[config.mk]
export PLATFORM = sky130hd
export DESIGN_NAME = riscv_muldiv_sequencer
export DESIGN_NICKNAME = d
export VERILOG_FILES = /design/src/rtl/riscv_muldiv_sequencer.sv
export SDC_FILE = /design/constraint.sdc
export NUM_CORES = 1
export LEC_CHECK = 0
export CORE_MARGIN = 4
export CORE_UTILIZATION = 25
export CTS_CLUSTER_DIAMETER = 100
export DETAILED_ROUTE_END_ITERATION = 7
export PLACE_DENSITY = 0.61
export SETUP_SLACK_MARGIN = 0.02
export SLEW_MARGIN = 20
export SYNTH_ARGS = -nofsm -noshare
export SYNTH_HDL_FRONTEND = slang
export SYNTH_SLANG_ARGS = --single-unit
[constraint.sdc]
create_clock -name clock_i -period 1.95 [get_ports clock_i]
set_clock_uncertainty 0.1 [all_clocks]
set_input_delay 0.4875 -clock clock_i [delete_from_list [all_inputs] [get_ports clock_i]]
set_output_delay 0.4875 -clock clock_i [all_outputs]
set_load 0.005 [all_outputs]
[src/rtl/riscv_muldiv_sequencer.sv]
// riscv_muldiv_sequencer: multi-cycle RV32M controller driving a pipelined multiplier,
// an iterative start/done divider and a shared signed/unsigned operand converter.
module riscv_muldiv_sequencer #(
    parameter int MULT_LATENCY = 2,
    parameter int DIV_TIMEOUT  = 64
) (
    input  logic        clock_i,
    input  logic        reset_i,
    input  logic        flush_i,
    input  logic        req_valid_i,
    output logic        req_ready_o,
    input  logic [2:0]  req_func3_i,
    input  logic [31:0] req_src1_i,
    input  logic [31:0] req_src2_i,
    input  logic [4:0]  req_rd_i,
    output logic        resp_valid_o,
    input  logic        resp_ready_i,
    output logic [31:0] resp_result_o,
    output logic [4:0]  resp_rd_o,
    output logic        busy_o,
    output logic [2:0]  conv_func3_o,
    output logic [31:0] conv_src1_o,
    output logic [31:0] conv_src2_o,
    input  logic [31:0] conv_result_i,
    output logic        mult_en_o,
    output logic        div_start_o,
    input  logic        div_done_i,
    output logic        err_timeout_o
);
    localparam logic [2:0] IDLE      = 3'd0;
    localparam logic [2:0] MUL_ISSUE = 3'd1;
    localparam logic [2:0] MUL_WAIT  = 3'd2;
    localparam logic [2:0] DIV_CHECK = 3'd3;
    localparam logic [2:0] DIV_START = 3'd4;
    localparam logic [2:0] DIV_WAIT  = 3'd5;
    localparam logic [2:0] DIV_DRAIN = 3'd6;
    localparam logic [2:0] RESP      = 3'd7;
    localparam int TW = $clog2(DIV_TIMEOUT + 1);

    logic [2:0]    state;
    logic [2:0]    func3;
    logic [31:0]   src1;
    logic [31:0]   src2;
    logic [4:0]    rd;
    logic [31:0]   result;
    logic [3:0]    mul_cnt;
    logic [TW-1:0] div_cnt;
    logic          check_done;
    logic          special;
    logic          err_timeout;
    logic          accept;
    logic          div_expired;
    logic          is_zero;
    logic          is_ovf;
    logic [31:0]   special_result;

    assign accept      = req_valid_i & req_ready_o;
    assign div_expired = div_cnt == TW'(DIV_TIMEOUT - 1);

    // func3[0]=0 selects the signed DIV/REM; func3[1]=1 selects the remainder
    assign is_zero        = src2 == '0;
    assign is_ovf         = ~func3[0] & (src1 == 32'h8000_0000) & (src2 == '1);
    assign special_result = is_zero ? (func3[1] ? src1 : '1) : (func3[1] ? '0 : 32'h8000_0000);

    assign req_ready_o   = (state == IDLE) & ~flush_i;
    assign mult_en_o     = (state == MUL_ISSUE) & ~flush_i;
    assign div_start_o   = (state == DIV_START) & ~flush_i;
    assign resp_valid_o  = state == RESP;
    assign resp_result_o = result;
    assign resp_rd_o     = rd;
    assign busy_o        = state != IDLE;
    assign conv_func3_o  = func3;
    assign conv_src1_o   = src1;
    assign conv_src2_o   = src2;
    assign err_timeout_o = err_timeout;

    // Op sequencing: latch on accept, issue to mul/div, capture, hold until writeback
    always_ff @(posedge clock_i) begin
        if (!reset_i) begin
            state       <= IDLE;
            func3       <= '0;
            src1        <= '0;
            src2        <= '0;
            rd          <= '0;
            result      <= '0;
            mul_cnt     <= '0;
            div_cnt     <= '0;
            check_done  <= 1'b0;
            special     <= 1'b0;
            err_timeout <= 1'b0;
        end else begin
            case (state)
                IDLE: begin
                    if (accept) begin
                        func3      <= req_func3_i;
                        src1       <= req_src1_i;
                        src2       <= req_src2_i;
                        rd         <= req_rd_i;
                        check_done <= 1'b0;
                        state      <= req_func3_i[2] ? DIV_CHECK : MUL_ISSUE;
                    end
                end
                MUL_ISSUE: begin
                    if (flush_i) begin
                        state <= IDLE;
                    end else begin
                        mul_cnt <= 4'(MULT_LATENCY);
                        state   <= MUL_WAIT;
                    end
                end
                MUL_WAIT: begin
                    if (flush_i) begin
                        state <= IDLE;
                    end else if (mul_cnt == '0) begin
                        result <= conv_result_i;
                        state  <= RESP;
                    end else begin
                        mul_cnt <= mul_cnt - 4'd1;
                    end
                end
                // First cycle registers the special-case classification, second cycle branches on it
                DIV_CHECK: begin
                    if (flush_i) begin
                        state <= IDLE;
                    end else if (!check_done) begin
                        check_done <= 1'b1;
                        special    <= is_zero | is_ovf;
                        result     <= special_result;
                    end else begin
                        state <= special ? RESP : DIV_START;
                    end
                end
                // A flush here suppresses the start strobe, so no divider op is pending to drain
                DIV_START: begin
                    if (flush_i) begin
                        state <= IDLE;
                    end else begin
                        div_cnt <= '0;
                        state   <= DIV_WAIT;
                    end
                end
                // A done coinciding with a flush has already retired the divider op, so skip the drain
                DIV_WAIT: begin
                    if (div_done_i) begin
                        result <= conv_result_i;
                        state  <= flush_i ? IDLE : RESP;
                    end else if (div_expired) begin
                        err_timeout <= 1'b1;
                        result      <= '0;
                        state       <= flush_i ? IDLE : RESP;
                    end else begin
                        div_cnt <= div_cnt + TW'(1);
                        if (flush_i) state <= DIV_DRAIN;
                    end
                end
                // Drain shares the timeout budget started in DIV_WAIT
                DIV_DRAIN: begin
                    if (div_done_i) begin
                        state <= IDLE;
                    end else if (div_expired) begin
                        err_timeout <= 1'b1;
                        state       <= IDLE;
                    end else begin
                        div_cnt <= div_cnt + TW'(1);
                    end
                end
                RESP: begin
                    if (flush_i || resp_ready_i) state <= IDLE;
                end
                default: state <= IDLE;
            endcase
        end
    end
endmodule

* After elaboration in Yosys (flattened, before gate mapping) *
Cells that the tools add are included.

word-level totals
  flip-flop bits (word level) = 121
  bits of input ports = 110
  output and inout bits = 110
  logic and storage cells = 106

operators by class
  add/sub/neg operators = 2
  equal/unequal tests = 26
  multiplexer cells = 38
  bitwise logic cells = 11
  reduce and logical (&&, ||, !) cells = 18

operators with widths
  kind                                                                    number
  32-bit 2-to-1 mux                                                       9
  32-bit one-hot mux with 3 select lines                                  1
  32-bit equality test (second input constant)                            2
  3-bit 2-to-1 mux                                                        13
  32-bit logical NOT                                                      1
  3-bit one-hot mux with 8 select lines                                   1
  7-bit 2-to-1 mux                                                        3
  2-bit inequality test (second input constant)                           10
  7-bit one-hot mux with 2 select lines                                   1
  3-bit equality test (second input constant)                             4
  4-bit 2-to-1 mux                                                        3
  3-bit inequality test (second input constant)                           4
  6-bit AND reduction                                                     2
  3-bit AND reduction                                                     3
  4-bit one-hot mux with 2 select lines                                   1
  4-bit AND reduction                                                     2
  7-bit by 1-bit adder with 7-bit output (second input constant)          1
  7-bit by 6-bit equality test with 1-bit output (second input constant)  1
  1-bit AND                                                               6
  3-bit by 2-bit equality test with 1-bit output (second input constant)  2
  2-bit 2-to-1 mux                                                        3
  2-bit nonzero test                                                      3
  3-bit nonzero test                                                      2
  4-bit logical NOT                                                       1
  other kinds (12)                                                        16

* Logic depth before layout (Yosys ltp) *
Gate-level depths: netlist of the first run.

  depth in word-level cells = 5
  depth in mapped cells = 9
  depth with buffers taken out = 7

* Least setup slack after synthesis of the first run *
No wires, ideal clock.

  path type = reg2reg
  start = register div_cnt[0]
  end = register div_cnt[3]
  setup time = 59 ps
  arrival = 1,731 ps
  slack = 60 ps
  cell stages (with the launch flop) = 8
  buffers on the path = 1
  path through = dfxtp_1 -> ha_1 -> and4_1 -> a21oi_1 -> a21oi_1 -> buf_2 -> or4_1 -> nand2_1

on the way
  word-level cells in the longest chain between the ends = 4
  elaborated cells on any way between the ends = 7

ends and longest elaborated chain
  element                                 line      RTL
  start, declared                         47        logic [TW-1:0] div_cnt;
  start signal, assigned                  152       div_cnt <= div_cnt + TW'(1);
  start signal, assigned                  164       div_cnt <= div_cnt + TW'(1);
  7-bit by 1-bit adder with 7-bit output  152, 164
  7-bit 2-to-1 mux                        147, 160
  7-bit 2-to-1 mux                        158       if (div_done_i) begin
  7-bit one-hot mux with 2 select lines   92        case (state)

Parallel ways exist; a longest one is shown, timed or not. The select of a mux whose other input is x is not followed.
A chain may end at the register's enable or synchronous reset.

* Final worst setup path of the first run *
  start = register state[2]
  end = output port req_ready_o

on the way
  word-level cells in the longest chain between the ends = 2

ends and longest elaborated chain
  element                 line  RTL
  start, declared         40    logic [2:0] state;
  start signal, assigned  100   state <= req_func3_i[2] ? DIV_CHECK : MUL_ISSUE;
  start signal, assigned  130   state <= special ? RESP : DIV_START;
  start signal, assigned  146   state <= flush_i ? IDLE : RESP;
  3-bit logical NOT       65    assign req_ready_o = (state == IDLE) & ~flush_i;
  1-bit AND               65
  end, declared           11    output logic req_ready_o,

No other way between the ends.

==> results of run 1 <==
registers in the layout (all words and copies together) (netlist names):
name and flops:
conv_src1_o 32, conv_src2_o 32, resp_result_o 32, div_cnt 7
resp_rd_o 5, mul_cnt 4, conv_func3_o 3, state 3
check_done 1, err_timeout_o 1, special 1
cell usage in the layout, fill, tap and decap left out, drive strengths merged, types with 2 or more instances in the layout:
cell,instances
nand3,7
nor2b,4
a21boi,75
dfxtp,121
or4,6
clkinvlp,4
clkinv,3
bufinv,3
nor3,4
ha,3
or4b,2
and3,2
nand2b,9
dlymetal6s2s,12
nor2,14
or2,2
o21ai,72
inv,9
xor2,3
nor4b,4
or3,2
a21oi,11
clkdlybuf4s50,162
o311a,2
mux2i,2
dlygate4sd2,38
buf,105
nand4,10
and4b,3
nor4,15
o211ai,2
clkbuf,28
a31oi,32
nand2,193
through the flow:
stage,std cells,total power [mW],hold WS (ns),TNS [ns]
2_1_floorplan,674,4.890,0.3359,0
5_1_grt,1258,12.05,0.3033,-1.983
3_5_place_dp,1202,7.170,0.3491,-43.97
6_report,1258,11.44,0.3176,-0.1924
4_1_cts,1237,10.60,0.3021,-1.468
3_3_place_gp,1202,7.144,0.3399,-42.57
cells by family (layout without fill, tap and decap cells):
family / Yosys count / in the layout / share of synthesized area (%)
and+or+nand+nor: 282 / 282 / 24.03
DFF: 121 / 121 / 45.17
buffers and inverters: 56 / 365 / 4.596
AOI/OAI and AO/OA: 207 / 207 / 24.64
muxes: 2 / 2 / 0.3733
xor gates and xnor gates: 3 / 3 / 0.4901
adders and majority gates: 3 / 3 / 0.7000
per-layer routing:
layer / wire (µm) / up-vias
met3: 1663 / 19
met1: 9886 / 2852
met2: 10860 / 213
met4: 245 / 2
li1: - / 2970
met5: 12 / -
power by group through the flow:
stage	registers, mW	logic [mW]	clock network, mW
2_1_floorplan	3.38	1.51	0
3_3_place_gp	3.39	3.76	0
3_5_place_dp	3.39	3.78	0
4_1_cts	3.38	3.82	3.41
5_1_grt	3.55	4.96	3.54
6_report	3.48	4.60	3.36
how the worst max path moves through the flow:
stage,startpoint,to,depth (start not counted),slack [ns]
final,state[2],req_ready_o,4,-0.05
after global routing,state[2],req_ready_o,4,-0.11
after CTS,state[2],req_ready_o,4,-0.1
after detailed placement,flush_i,req_ready_o,5,-0.64
after global placement,flush_i,req_ready_o,5,-0.65
after floorplan,div_cnt[0],div_cnt[3],7,0.06
what timing repair did:
action / CTS / global route
cloned: 0 / 13
gates resized for setup: 97 / 163
setup endpoints to repair: 92 / 63
pin swaps: 3 / 39
setup buffers: 3 / 9
layout make-up:
cell class | count | area, µm²
clock inverters | 13 | 166.4
clock buffers | 19 | 452.9
repair buffers | 327 | 3273
multi-input cells | 497 | 3151
well taps | 275 | 344.1
fillers | 2058 | 11170
flip-flops and latches | 121 | 2509
inverters | 6 | 26.28
critical path, delay by kind of cell, from the launching register on:
family / cells / cell delay (ns)
flops: 1 / 0.34
simple gates: 2 / 0.44
buf+inv: 2 / 0.22
==> impl_metrics.ini, run 1 <==
[detailed_routing]
postRouteAntennaNets = 0
vias_per_cell = 4.814
drtIter0Drc = 387
vias = 6056
wl_per_cell_um = 18.02
drt_pre_antenna_iters = 5
drc = 0
wl_mm = 22.67

[clock_tree]
ctsRootBufferMaster = clkbuf_16
cts_sinks = 121
clk-insertion-delay-late_ns = 0.42
cts_buffer_depth = 2
cts_tree = done
htree_levels = 4
clk_pin_slew_worst_paths_ns = 0.06
cts_made_buffers = 17
hold_buffers = 0

[worst_hold_path]
holdPathEnd = state[2]
min_from = reset_i
hold_path_class = in2reg
whs_path_depth = 2

[timing]
fin_crit_sh_pct = 102.7
slew-limit-headroom_pct = 52.28
period_needed_ns = 2.002
rsz0062_at_grt = yes
max_freq_mhz = 499.6
layout_setup_ws_ns = -0.05180
setup_viol = 5
tightest_slew_ns = 0.7143
slew_viol_final = 0
hold_viol = 0

[power_and_ir_drop]
p_seq_share_pct = 30.4
swShare_pct = 32.95
power_density_nw_per_um2 = 1153
power.leakage_nw = 4.058
peakVddDrop_v = 0.0006240
power_frac_comb_pct = 40.2
p_int_mw = 7.672
switchingPower_mw = 3.770
pwr-share-clk_pct = 29.4

[place]
pre_cts_slack_ns = -0.6392
dp_hpwl_mm = 15.15
numPortBuffers = 219
place.gp.congestion = 0.8214
dpl_cell_area_um2 = 8408

[grt]
grtUsageMet1_pct = 21.72
grtUsageMet2_pct = 27.35
grt_pass1_vias = 5635
gr-total-overflow = 0
grt.total_usage_pct = 16.87
grt_most_used_layer = met2
grt_pass1_wl_mm = 32.00
antenna_found_initial = 1
use_met3_pct = 6.184
grt_max_degree = 44

[floorplanning]
die_h_um = 154.5
start_util_pct = 25.43
die_w_um = 154.5
row_count = 53
io_pins = 220
dieArea_um2 = 23860
coreArea_um2 = 21090

[status]
status = complete, but fails checks
violations = setup timing

[worst_setup_path]
r2r_slack_ns = -0.04
crit_arrival_ns = 1.41
r2r-end = resp_result_o[13]
end_kind = output pin
slowest_delay_ns = 0.34
crit-reg2reg-launch = state[2]
crit_chain = or2_4 > nor3_2 > buf_4 > buf_6
worst_setup_path_start_kind = register
cp_slowest_cell = dfxtp_2
r2r_cells = 8
worstPathMaxFanout = 3
worstSetupPathType = reg2out
cp.required_ns = 1.36

[logic_synthesis]
syn_nets = 787
netlist.area_leader.share_pct = 45.17
yosysTopAreaCell = dfxtp_1
syn_area_um2 = 5363
synth_ff_type = dfxtp_1
ys_seq_area_share_pct = 45.17
synthArstFlopShare_pct = 0
yosysWarnings = 0
netlist_instances = 674
synthTopCellsByArea = dfxtp_1 (45%), nand2_1 (14%), a21boi_1 (10%)
yosysMostFrequentCell = nand2_1
synth.avg_cell_area_um2 = 7.956
ys_seq_elements = 121
yosys-top-cells-count = nand2_1 (193), dfxtp_1 (121), a21boi_1 (75), clkbuf_1 (39), o21ai_0 (37)
synth.distinct_cells = 53
synth_edf_count = 0

[final_layout]
nets = 1083
diodes = 0
drive_gt1_share_pct = 27.87
syn_to_final_growth_pct = 85.02
postLayoutCellArea_um2 = 9922
final_util_pct = 47.05

[job]
drv_cap = 0
Note: power is estimated with default switching activity, not from simulation.
==> inputs of run 2 (changes only) <==
--- a/config.mk
+++ b/config.mk
@@ -9,6 +9,7 @@
 export CORE_UTILIZATION = 25
 export CTS_CLUSTER_DIAMETER = 100
 export DETAILED_ROUTE_END_ITERATION = 7
+export HOLD_SLACK_MARGIN = 0.12
 export PLACE_DENSITY = 0.61
 export SETUP_SLACK_MARGIN = 0.02
 export SLEW_MARGIN = 20
==> results of run 2 <==
The final DEF is identical to that of run 1; final timing and power are the same.
==> edit 1, RTL diff (settings of run 1) <==
`DIV_TIMEOUT`: 64 -> 32.
--- a/src/rtl/riscv_muldiv_sequencer.sv
+++ b/src/rtl/riscv_muldiv_sequencer.sv
@@ -3,5 +3,5 @@
 module riscv_muldiv_sequencer #(
     parameter int MULT_LATENCY = 2,
-    parameter int DIV_TIMEOUT  = 64
+    parameter int DIV_TIMEOUT  = 32
 ) (
     input  logic        clock_i,
Function: same outputs for any inputs over 4 cycles, from zero or initial values and one cycle with reset_i low; that may be too few to reach the edited logic, so the function may still have changed.
==> edit 1 against run 1 <==
- the flow still finishes with violations (setup timing)
- sequential cell count shrank 1
- setup slack lost 61 ps
- via count grew 4.2%
- register-to-register slack lost 70 ps
- cell area shrank 3.3%
- synthesized area grew 4.0%
- routed wire length shrank 0.22%
- critical endpoint is now resp_result_o[21]
- highest routed layer unchanged
Power is not compared: it rests on default switching activity, and its combinational part moved more than twofold at a synthesized area within 25%.
==> edit 1: results (changes against run 1) <==
stage	metric	value	unit	change
run_status	status	complete, but fails checks		
run_status	failing checks	setup timing		
worst_setup_path	R2R Path End	resp_result_o[21]		
global_route	first-pass GRT wire length	34440	um	+7.6%
worst_setup_path	CP Data Arrival Time	2240	ps	+830 ps
route	routed wl met2	10740	um	-1.1%
placement	hpwl dp	15820	um	+4.4%
route	met1 WL	9318	um	-5.7%
hold_path	Worst Min Path Start	resp_rd_o[3]		
hold_path	worst min path class	reg -> reg		
sta	final worst slack	-112.6	ps	-60.80 ps
route	wire length per cell	18.10	um	+0.41%
route	Met3 Wirelength	2165	um	+30%
global_route	initial antenna violation count	2		+1
cells_and_area	fillcell total	2151		+4.5%
synthesis	top cells by count, synth	nand2_1 (183), dfxtp_1 (120), a21oi_1 (79)		
worst_setup_path	reg2reg start	mul_cnt[1]		
global_route	largest net degree at the start of global routing	61		+39%
cells_and_area	layout cell share with drive strength beyond 1	0.2268		-0.05193
placement	GPL Wtd Cong	0.8441		+2.8%
sta	setup violators final	32		+27
synthesis	Seq/Total Area, Yosys	0.4307		-0.02102
placement	Place WS	-645.4	ps	-6.164 ps
global_route	vias in the first global route	6246		+11%
route	routed vias/inst	5.046		+4.8%
worst_setup_path	Largest stage delay, worst path	480	ps	+140 ps
placement	Cell Area, Placed	8633	um2	+2.7%
route	First DRT Iteration DRCs	320		-17%
hold_path	Hold Path Sink	resp_rd_o[3]		
sta	actual slew at the worst max-slew pin	387.1	ps	-327.2 ps
cells_and_area	nets@finish	1070		-1.2%
-- edit 1: cell families after synthesis --
| kind of cell | Yosys count | synth area share |
|---|---|---|
| mux | 3 | 0.005832 |
| buf+inv | 76 | 0.06483 |
| simple gates | 297 | 0.2492 |
| flops | 120 | 0.4307 |
| compound gates | 191 | 0.2427 |
| fa+ha+maj | 3 | 0.006730 |
-- edit 1: cell type report --
class                   instances  area share
clock buffers                  19     0.04719
clock inverters                13     0.01760
inverters                       9    0.003650
multi-input cells             494      0.3091
flip-flops and latches        120      0.2571
well taps                     280     0.03650
repair buffers                315      0.3289
-- edit 1: worst max-delay path by stage --
stage / from / to / slack [ps] / cells past startpoint
2_1_floorplan: mul_cnt[1] / resp_result_o[21] / -30 / 8
3_3_place_gp: flush_i / mult_en_o / -640 / 4
3_5_place_dp: flush_i / div_start_o / -650 / 5
4_1_cts: mul_cnt[1] / resp_result_o[21] / -130 / 8
5_1_grt: mul_cnt[0] / resp_result_o[7] / -190 / 8
6_report: mul_cnt[1] / resp_result_o[21] / -110 / 8
-- edit 1: critical path: cells and delay by family, from the launching register on --
family          cells  cell delay [ps]
simple gates        2              620
buf+inv             3              400
compound gates      2              370
flops               1              320
fa+ha+maj           1              130
-- edit 1: metrics by stage --
stage          std cells  power (mW)  utilization  TNS, ps  hold WS (ps)
5_1_grt             1250       8.574       0.4384    -5611         385.7
6_report            1250       8.190       0.4384    -3005         358.0
2_1_floorplan        690       3.646            -   -555.6         352.7
3_5_place_dp        1204       4.781       0.3944   -50140         349.7
4_1_cts             1248       8.212       0.4315    -3745         361.3
3_3_place_gp        1204       4.775       0.3944   -48870         342.1
-- edit 1: power by group through the flow --
stage	combinational, mW	sequential (mW)	clock [mW]
final	2.08	2.80	3.31
after global routing	2.25	2.82	3.51
after CTS	2.03	2.79	3.40
after detailed placement	1.96	2.82	0
after global placement	1.95	2.82	0
after floorplan	0.830	2.82	0
-- edit 1: repair_timing --
item | 4_1_cts | 5_1_grt
endpoints found under the hold margin | 0 | 0
buffers inserted | 11 | 0
pin swaps | 9 | 24
gates cloned | 1 | 2
gates resized for setup | 115 | 36
endpoints found under the setup margin | 100 | 130
-- edit 1: metal layers --
layer / global-route usage / up-vias
met5: 0 / -
met4: 0.05244 / 4
met3: 0.06984 / 28
met2: 0.2864 / 251
met1: 0.2167 / 2945
li1: - / 3080
==> edit 2, RTL diff (settings of run 1) <==
Made on the original files. Add an input register stage for `div_done_i`, without a reset; this delays it by one clock. The other inputs are not delayed to match.
--- a/src/rtl/riscv_muldiv_sequencer.sv
+++ b/src/rtl/riscv_muldiv_sequencer.sv
@@ -37,4 +37,10 @@
     localparam logic [2:0] RESP      = 3'd7;
     localparam int TW = $clog2(DIV_TIMEOUT + 1);
+
+    logic div_done_q;
+
+    always_ff @(posedge clock_i) begin
+        div_done_q <= div_done_i;
+    end
 
     logic [2:0]    state;
@@ -142,5 +148,5 @@
                 // A done coinciding with a flush has already retired the divider op, so skip the drain
                 DIV_WAIT: begin
-                    if (div_done_i) begin
+                    if (div_done_q) begin
                         result <= conv_result_i;
                         state  <= flush_i ? IDLE : RESP;
@@ -156,5 +162,5 @@
                 // Drain shares the timeout budget started in DIV_WAIT
                 DIV_DRAIN: begin
-                    if (div_done_i) begin
+                    if (div_done_q) begin
                         state <= IDLE;
                     end else if (div_expired) begin
Behaviour: not the same (a bounded check fails within 10 cycles, from zero or initial values and one cycle with reset_i low).
==> edit 2 against run 1 <==
- the flow still finishes with violations (setup timing)
- routed wire length shrank 4.5%
- total power is 4.0% lower
- non-clock buffer count shrank 7
- setup slack worse by 35 ps
- cell area decreased by 4.0%
- combinational power shrank 5.7%
- sequential cell count is 1 higher
- synthesized area up 0.37%
- largest cell class unchanged
==> edit 2: results (changes against run 1) <==
stage	metric	value	unit	change
worst_setup_path	CP max FO	6		+3
cts	clock root buffer	clkbuf_16		
global_route	first-pass GRT wire length	32760	um	+2.4%
cts	Clock Path Buffers	2		unchanged
global_route	initial antenna violation count	1		unchanged
global_route	largest net degree at the start of global routing	86		+95%
hold_path	Worst Min Path Start	resp_rd_o[0]		
sta	slew margin rel.	0.3861		-0.1366
power	Max VDD drop	0.5935	mV	-4.9%
placement	GPL Wtd Cong	0.8837		+7.6%
worst_setup_path	critical setup path kind	reg -> out		
global_route	GRT Total Usage	0.1732		+0.004532
route	first-pass iteration count of the detailed router	4		-1
sta	Slew Limit Fails	0		unchanged
cts	H-tree depth	4		unchanged
sta	Setup TNS	-1675	ps	-1483 ps
cts	clk_lat worst skew	420	ps	about the same
cts	Clock transition at path regs	60	ps	about the same
synthesis	Seq/Total Area, Yosys	0.4537		+0.002039
synthesis	Async SR Flop Fraction	0		unchanged
synthesis	leading post-synthesis cells by cell area	dfxtp_1 (45%), nand2_1 (13%), a21boi_1 (10%), a31oi_1 (3.7%), o21ai_0 (3.4%)		
synthesis	top cells by count, synth	nand2_1 (193), dfxtp_1 (122), a21boi_1 (75)		
run_status	status	complete, but fails checks		
route	First DRT Iteration DRCs	226		-42%
cells_and_area	nets@finish	1077		-0.55%
global_route	vias in the first global route	5773		+2.4%
run_status	failing checks	setup timing		
synthesis	Synth cell types	53		unchanged
synthesis	number of enable flip-flop cells after synthesis	0		unchanged
power	Static Leakage	3.942	nW	-2.9%
placement	I/O Buffers	219		unchanged
sta	final worst slack	-86.59	ps	-34.78 ps
cells_and_area	layout cell share with drive strength beyond 1	0.2174		-0.06130
cts	CTS Buf Count	17		unchanged
placement	Cell Area, Placed	8423	um2	+0.18%
cts	clk sink count	122		+0.83%
hold_path	worst min path class	reg -> reg		
worst_setup_path	reg2reg start	state[2]		
route	wire length per cell	17.32	um	-3.9%
synthesis	syn nets	788		+0.13%
worst_setup_path	CP Data Arrival Time	1450	ps	+40 ps
route	routed vias/inst	4.727		-1.8%
sta	setup violators final	34		+29
synthesis	total number of yosys warnings	0		unchanged
placement	hpwl dp	15190	um	+0.29%
cells_and_area	n_diodes	0		unchanged
[edit 2: cell count changes after synthesis]
cell and delta:
dfxtp_1 +1
[edit 2: worst max-delay path: stages, from the launching register on]
cell and delay, ps:
dfxtp_2 330, buf_6 130, buf_4 140, or3_1 310, buf_2 140
[edit 2: cell type report]
cell class                 count  area (um2)
multi-input combinational    497        2929
inverter                       6       22.52
timing repair buffer         320        3131
fill                        2099       11560
clock inverter                 7       113.9
sequential                   122        2501
clock buffer                  23       488.0
tap                          275       344.1
[edit 2: kinds of logic (layout without fill, tap and decap cells)]
group,after synthesis,count (layout),share of synthesized area
simple gates,282,282,0.2394
compound gates,207,207,0.2455
flops,122,122,0.4537
buf+inv,56,356,0.04579
fa+ha+maj,3,3,0.006974
xor+xnor,3,3,0.004882
mux,2,2,0.003719
[edit 2: worst paths after layout]
kind,to,slack [ps],cells past startpoint
max,busy_o,-90,4
min,resp_rd_o[0],350,2
max reg2reg,resp_result_o[20],-80,7
min reg2reg,resp_rd_o[0],350,2
[edit 2: power breakdown]
part           total, mW  internal, mW  switching (mW)
Sequential          3.40          3.03           0.366
Combinational       4.34          2.39            1.95
Clock               3.24          2.13            1.11
[edit 2: timing repair]
item,in CTS,in global routing
pin swaps,6,9
gates cloned,2,3
setup endpoints to repair,92,117
buffers inserted,6,5
resized for setup,110,55
[edit 2: layer usage]
layer | up-vias | track usage | share of wire
met5 | - | 0 | 0.00037
met4 | 2 | 0.04668 | 0.015
met3 | 20 | 0.06128 | 0.069
met2 | 172 | 0.2760 | 0.46
met1 | 2756 | 0.2231 | 0.45
li1 | 2959 | - | -
[edit 2: per-stage QoR]
step                setup slack (ps)  cells
floorplan                      59.65    675
global placement              -658.8   1204
detailed placement            -658.1   1204
CTS                           -45.22   1242
global route                  -151.2   1250
finish                        -86.59   1250
